--- config.mk ---
export PLATFORM = sky130hd
export DESIGN_NAME = traffic_phase_scheduler
export DESIGN_NICKNAME = d
export VERILOG_FILES = /design/src/rtl/traffic_pkg.sv /design/src/rtl/tick_prescaler.sv /design/src/rtl/traffic_phase_scheduler.sv
export SDC_FILE = /design/constraint.sdc
export NUM_CORES = 1
export LEC_CHECK = 0
export ABC_AREA = 0
export CAP_MARGIN = 25
export CORE_AREA = 2 2 83 85
export DETAILED_ROUTE_END_ITERATION = 8
export DIE_AREA = 0 0 85 87
export SLEW_MARGIN = 0
export SYNTH_ARGS = -nofsm -noshare
export SYNTH_HDL_FRONTEND = slang
export SYNTH_SLANG_ARGS = --single-unit
--- constraint.sdc ---
create_clock -name clk -period 5 [get_ports clk]
set_clock_uncertainty 0.15 [all_clocks]
set_input_delay 1 -clock clk [delete_from_list [all_inputs] [get_ports clk]]
set_output_delay 1 -clock clk [all_outputs]
set_load 0.03 [all_outputs]
--- src/rtl/traffic_pkg.sv ---
// Shared light encodings, FSM state type and field widths for the crossing light sequencer.
// Pure declarations; no latency or flow-control implications.
package traffic_pkg;

  localparam int SEC_W = 5;

  localparam logic [1:0] LIGHT_OFF    = 2'b00;
  localparam logic [1:0] LIGHT_RED    = 2'b01;
  localparam logic [1:0] LIGHT_GREEN  = 2'b10;
  localparam logic [1:0] LIGHT_YELLOW = 2'b11;

  typedef enum logic [1:0] {
    INIT   = 2'd0,
    RED    = 2'd1,
    GREEN  = 2'd2,
    YELLOW = 2'd3
  } state_t;

  function automatic logic [1:0] light_of(input state_t s);
    case (s)
      RED:     return LIGHT_RED;
      GREEN:   return LIGHT_GREEN;
      YELLOW:  return LIGHT_YELLOW;
      default: return LIGHT_OFF;
    endcase
  endfunction

endpackage

--- src/rtl/tick_prescaler.sv ---
// Divides clk into a one-cycle tick every TICK_DIV cycles; tick is high while count sits at TICK_DIV-1.
// enable=0 freezes the count and masks tick, so counting resumes where it stopped.
module tick_prescaler #(
  parameter int TICK_DIV = 10_000_000
) (
  input  logic clk,
  input  logic reset,
  input  logic enable,
  output logic tick
);

  localparam int CNT_W = (TICK_DIV > 1) ? $clog2(TICK_DIV) : 1;
  localparam logic [CNT_W-1:0] CNT_LAST = CNT_W'(TICK_DIV - 1);

  logic [CNT_W-1:0] count;
  logic             at_last;

  assign at_last = (count == CNT_LAST);

  always_ff @(posedge clk or posedge reset) begin
    if (reset) begin
      count <= '0;
    end else if (enable) begin
      count <= at_last ? '0 : count + CNT_W'(1);
    end
  end

  assign tick = enable && at_last;

endmodule

--- src/rtl/traffic_phase_scheduler.sv ---
// Crossing light sequencer: RED -> GREEN -> YELLOW per 1 s tick, pedestrian request shortens GREEN.
// Outputs registered, one clk after the deciding tick; enable=0 freezes timing but still latches requests.
module traffic_phase_scheduler
  import traffic_pkg::*;
#(
  parameter int TICK_DIV      = 10_000_000,
  parameter int RED_SEC       = 10,
  parameter int GREEN_SEC     = 10,
  parameter int YELLOW_SEC    = 2,
  parameter int MIN_GREEN_SEC = 3
) (
  input  logic       clk,
  input  logic       reset,
  input  logic       enable,
  input  logic       btn,
  output logic [1:0] lights,
  output logic       walk,
  output logic       tick,
  output logic       phase_done
);

  localparam logic [SEC_W-1:0] RED_LAST       = SEC_W'(RED_SEC - 1);
  localparam logic [SEC_W-1:0] GREEN_LAST     = SEC_W'(GREEN_SEC - 1);
  localparam logic [SEC_W-1:0] YELLOW_LAST    = SEC_W'(YELLOW_SEC - 1);
  localparam logic [SEC_W-1:0] MIN_GREEN_LAST = SEC_W'(MIN_GREEN_SEC - 1);

  state_t           state, state_nxt;
  logic [SEC_W-1:0] sec, sec_nxt;
  logic             ped_req, ped_nxt;
  logic             btn_meta, btn_sync, btn_prev, btn_edge;

  tick_prescaler #(
    .TICK_DIV(TICK_DIV)
  ) u_prescaler (
    .clk    (clk),
    .reset  (reset),
    .enable (enable),
    .tick   (tick)
  );

  // Synchroniser and edge detector keep running while disabled so presses are never lost.
  always_ff @(posedge clk or posedge reset) begin
    if (reset) begin
      btn_meta <= 1'b0;
      btn_sync <= 1'b0;
      btn_prev <= 1'b0;
    end else begin
      btn_meta <= btn;
      btn_sync <= btn_meta;
      btn_prev <= btn_sync;
    end
  end

  assign btn_edge = btn_sync & ~btn_prev;

  always_comb begin
    state_nxt = state;
    sec_nxt   = sec;
    ped_nxt   = ped_req;

    if (btn_edge && (state == GREEN || state == YELLOW)) begin
      ped_nxt = 1'b1;
    end

    if (tick) begin
      case (state)
        INIT: begin
          state_nxt = RED;
          sec_nxt   = '0;
        end
        RED: begin
          if (sec == RED_LAST) begin
            state_nxt = GREEN;
            sec_nxt   = '0;
          end else begin
            sec_nxt = sec + SEC_W'(1);
          end
        end
        GREEN: begin
          // Exit test uses the registered request, so a same-tick edge waits one tick.
          if (sec == GREEN_LAST || (ped_req && sec >= MIN_GREEN_LAST)) begin
            state_nxt = YELLOW;
            sec_nxt   = '0;
          end else begin
            sec_nxt = sec + SEC_W'(1);
          end
        end
        YELLOW: begin
          if (sec == YELLOW_LAST) begin
            state_nxt = RED;
            sec_nxt   = '0;
            ped_nxt   = 1'b0;
          end else begin
            sec_nxt = sec + SEC_W'(1);
          end
        end
        default: begin
          state_nxt = INIT;
          sec_nxt   = '0;
        end
      endcase
    end
  end

  always_ff @(posedge clk or posedge reset) begin
    if (reset) begin
      state      <= INIT;
      sec        <= '0;
      ped_req    <= 1'b0;
      lights     <= LIGHT_OFF;
      walk       <= 1'b0;
      phase_done <= 1'b0;
    end else begin
      state      <= state_nxt;
      sec        <= sec_nxt;
      ped_req    <= ped_nxt;
      lights     <= light_of(state_nxt);
      walk       <= (state_nxt == RED);
      phase_done <= (state_nxt != state);
    end
  end

endmodule

# [Yosys cells after proc, flatten, opt, wreduce, memory -nomap -nowiden]
# Index checks and enable logic that the tools add are counted.
[totals] ff_bits=39 input_bits=4 output_inout_bits=5 word_cells=46
[op_classes] addsub=2 n_lt_le_gt_ge=1 n_eq_ne=10 n_mux=15 bitwise=2 reduce_logical=6
[ops] operator="adder 24 x 1 -> 24 bit (second input constant)" count=1
[ops] operator="equality test 24 bit (second input constant)" count=1
[ops] operator="2-to-1 mux 24 bit" count=1
[ops] operator="case mux 5 bit (4 select lines)" count=1
[ops] operator="2-to-1 mux 5 bit" count=3
[ops] operator="equality test 2 bit (second input constant)" count=4
[ops] operator="2-to-1 mux 2 bit" count=4
[ops] operator="case mux 2 bit (4 select lines)" count=1
[ops] operator="case mux 2 bit (3 select lines)" count=1
[ops] operator="adder 5 x 1 -> 5 bit (second input constant)" count=1
[ops] operator="equality test 5 x 1 -> 1 bit (second input constant)" count=1
[ops] operator="equality test 5 x 4 -> 1 bit (second input constant)" count=1
[ops] operator="greater-or-equal comparator 5 x 2 -> 1 bit (second input constant)" count=1
[ops] operator="equality test 2 x 1 -> 1 bit (second input constant)" count=2
[ops] operator="2-to-1 mux 1 bit" count=4
[ops] operator="logical AND 1 bit" count=3
[ops] operator="logical NOT 2 bit" count=1
[ops] operator="logical OR 1 bit" count=2
[ops] operator="inequality test 2 bit" count=1
[ops] operator="bitwise AND 1 bit" count=1
[ops] operator="NOT 1 bit" count=1

# [Depth between registers and ports, before layout]
[logic_depth] depth_word=8 mapped_depth=7

# [Hierarchy]
# Synthesis repeated with hierarchy kept, for this count alone.
[hier_totals] cells_unflattened=183 area_unflattened_um2=1960.6
[by_module_without_submodules] mod="tick_prescaler" instances=1 cells_per_inst=115 area_per_inst_um2=1242.4 seq_area_each_um2=600.6
[by_module_without_submodules] mod="traffic_phase_scheduler" instances=1 cells_per_inst=68 area_per_inst_um2=718.2 seq_area_each_um2=350.3

# [Worst setup path after synthesis]
# No wires, ideal clock.
[synth_path] path_kind="input to output" start="input port enable" end="output port tick" arrival_ns=1.840 required_ns=3.850 path_slack_ns=2.010 stages=5 path_buffers=1 cell_sequence="and4_1 and2_2 nand3_4 clkinv_2 buf_4"
[synth_between] elab_chain_cells=1
[synth_lines] item="from (decl)" line="traffic_phase_scheduler.sv:14" source="input logic enable,"
[synth_lines] item="logical AND 1 bit" line="tick_prescaler.sv:28" source="assign tick = enable && at_last;"
[synth_lines] item="to (decl)" line="traffic_phase_scheduler.sv:18" source="output logic tick,"
# No other way between the ends.

# [Final worst setup path]
# Ends and elaborated chain as after synthesis.

==> results.yml <==
clock_tree:
  cts_tree: "built"
  clk_latency_ns: 0.30
  clk_path_buf_depth: 2
  cts-root-buf: "clkbuf_8"
  htree_levels: 2
  clk_pin_slew_ns: 0.07
  cts_resized: 0
  cts_buffers: 5
  cts_sinks: 38
  post_cts_buffers: 0
  ctsHoldBuffers: 0
sta:
  min_period_over_period: 0.825
  drv_slew: 0
  worst_pin_slew_ns: 0.585
  final.setup.tns_ns: 0
  fmax_mhz: 242
  rsz0062_at_grt: "false"
  final-hold-violation-count: 0
  whs_ns: 0.202
  slew_headroom: 0.609
  setup_viol: 0
  period_minus_slack_ns: 4.13
synthesis:
  synth_top_flop_cell: "dfrtp_1"
  yosysUniqueCellTypes: 44
  synthMuxAreaShare: 0.0324
  synth_enable_flop_cells: 0
  ys_seq_area_frac: 0.512
  synthSimpleGateAreaFrac: 0.229
  yosysWarnings: 0
  postSynthAreaPerCell_sq_um: 10.8
  synth-async-reset-ratio: 1.00
  synth_fa_ha_area_frac: 0.0270
  synth.cell_area_sq_mm: 0.00186
  ys_top_cells_by_area: "dfrtp_1 (51%), xnor2_1 (6.6%), nand2_1 (3.4%), mux2i_1 (3.2%), nor2_1 (2.8%)"
  yosysTopAreaCell: "dfrtp_1"
  synthCells: 172
  synth_compound_gate_area_share: 0.0870
  ys_ff_latch: 38
  syn_nets: 180
  synth_top_family_by_area: "simple AND/OR/NAND/NOR gates"
  synth_top_area_frac: 0.512
  synth_xor_area_frac: 0.0850
die:
  die_w_um: 85
  num_io_pins: 9
  initial_core_util: 0.282
  die_area_sq_mm: 0.00740
  core_sq_mm: 0.00657
  die_h_um: 87
  rows: 30
grt:
  grt_usage: 0.102
  grt_max_degree: 26
  grt_pass1_vias: 1207
  overflow: 0
  antenna_found_initial: 0
  grt_first_pass_wirelength_um: 5960
final_layout:
  area_growth_pct: 18.4
  antenna_cells: 0
  seqCellArea_sq_um: 951
  fin_area_sq_mm: 0.00220
  n_fill_cell: 670
  multi_input_area_sq_um: 855
  num-nets-final: 195
  utilization: 0.334
  drive_gt1_frac: 0.128
route:
  drt-initial-drc-count: 79
  avgViaCountPerCell: 4.91
  via_count: 1316
  drc: 0
  wire_per_inst_um: 13.1
  dr.pass1.iters: 4
  final_antenna_net_count: 0
  drt_wl_total_um: 3500
power_and_ir_drop:
  vdd_ir_drop_max_mv: 0.146
  pwr_density_cell_mw_per_mm2: 341
  p_leak_nw: 0.916
place:
  io_buffers: 8
  dp_hpwl_um: 2350
  place.gp.congestion: 0.794
  placed_area_sq_mm: 0.00203
hold_path:
  min-delay-path-class: "reg2reg"
setup_path:
  crit_required_ns: 3.85
  cp-start-kind: "primary input"
  path_max_fanout: 9
  end_kind: "output port"
  critical_path_arrival_ns: 2.98
  path_class: "in2out"
run_status:
  outcome: "finished, final reports clean"
flow_run:
  cap_viol_max_count: 0
## synthesized netlist by cell type (2+ instances only)
cell and count:
dfrtp_1 38, nand2_1 17, nor2_1 14, xnor2_1 14, nand3_1 9, o21ai_0 8
inv_1 7, nand4_1 7, mux2i_1 6, and3_1 4, ha_1 4, xor2_1 4
a31oi_1 3, or3_1 3, a21oi_1 2, buf_4 2, nand2b_1 2, o2bb2ai_1 2
## path summary, 6_finish.rpt
path / start / end / slack, ns / cells after the start
hold / removal: btn_meta / btn_sync / 0.20 / 0
hold reg to reg: btn_meta / btn_sync / 0.20 / 0
max in group asynchronous: reset / u_prescaler.count[18] / 3.19 / 4
setup / recovery: enable / tick / 0.87 / 6
setup reg to reg: sec[1] / sec[4] / 2.68 / 7
min in group asynchronous: reset / u_prescaler.count[4] / 0.83 / 2
## through the flow
stage | instances | power (W) | worst slack, ns
floorplan | 172 | 0.000415 | 2.01
global placement | 259 | 0.000432 | 0.903
detailed placement | 259 | 0.000435 | 0.837
CTS | 267 | 0.000757 | 0.851
global route | 268 | 0.000786 | 0.767
finish | 268 | 0.000749 | 0.875
## layout by cell type, fill, tap and decap left out, types with 3 or more instances in the layout
cell              n
dfrtp_1          38
nand2_1          17
xnor2_1          14
nor2_1           14
nand3_1           9
o21ai_0           8
clkdlybuf4s50_1   8
inv_1             7
nand4_1           7
mux2i_1           6
clkbuf_8          5
and3_1            4
xor2_1            4
ha_1              4
a31oi_1           3
or3_1             3
## flip-flops by register name, indices dropped and copies added (netlist names)
name / count
u_prescaler.count: 24
sec: 5
state: 2
btn_meta: 1
btn_prev: 1
btn_sync: 1
lights: 1
ped_req: 1
phase_done: 1
walk: 1
## area by class of cell
type / count / area share
Clock inverter: 3 / 0.0313
Timing Repair Buffer: 11 / 0.0558
Tap cell: 80 / 0.0456
Clock buffer: 5 / 0.0313
Sequential cell: 38 / 0.433
Inverter: 8 / 0.0142
Multi-Input combinational cell: 123 / 0.389
## worst max-delay path, stage by stage
cell	delay (ns)
clkdlybuf4s50_1	0.59
and4_1	0.30
and2_2	0.20
nand3_4	0.14
clkinv_2	0.08
clkdlybuf4s50_1	0.66
## report_power, final
group	internal, W	leakage [nW]	switching (W)
Combinational	0.0000335	0.367	0.0000304
Clock	0.000200	0.0683	0.000118
Sequential	0.000336	0.481	0.0000309
Total	0.000570	0.916	0.000180
## routing by layer
| layer | wire length [um] | part of all wire | vias up | track usage |
|---|---|---|---|---|
| li1 | - | - | 634 | - |
| met1 | 1710 | 0.49 | 658 | 0.139 |
| met2 | 1600 | 0.46 | 19 | 0.151 |
| met3 | 136 | 0.039 | 5 | 0.0360 |
| met4 | 54 | 0.015 | 0 | 0.0346 |
| met5 | 0 | 0 | - | 0 |
## cells by family (layout without fill, tap and decap cells)
kind of cell    count (synthesis)  in the layout
fa+ha+maj                       4              4
buf+inv                        11             27
mux                             6              6
simple gates                   73             73
xor+xnor                       18             18
compound gates                 22             22
flops                          38             38
Power figures use the tool's default switching activity.
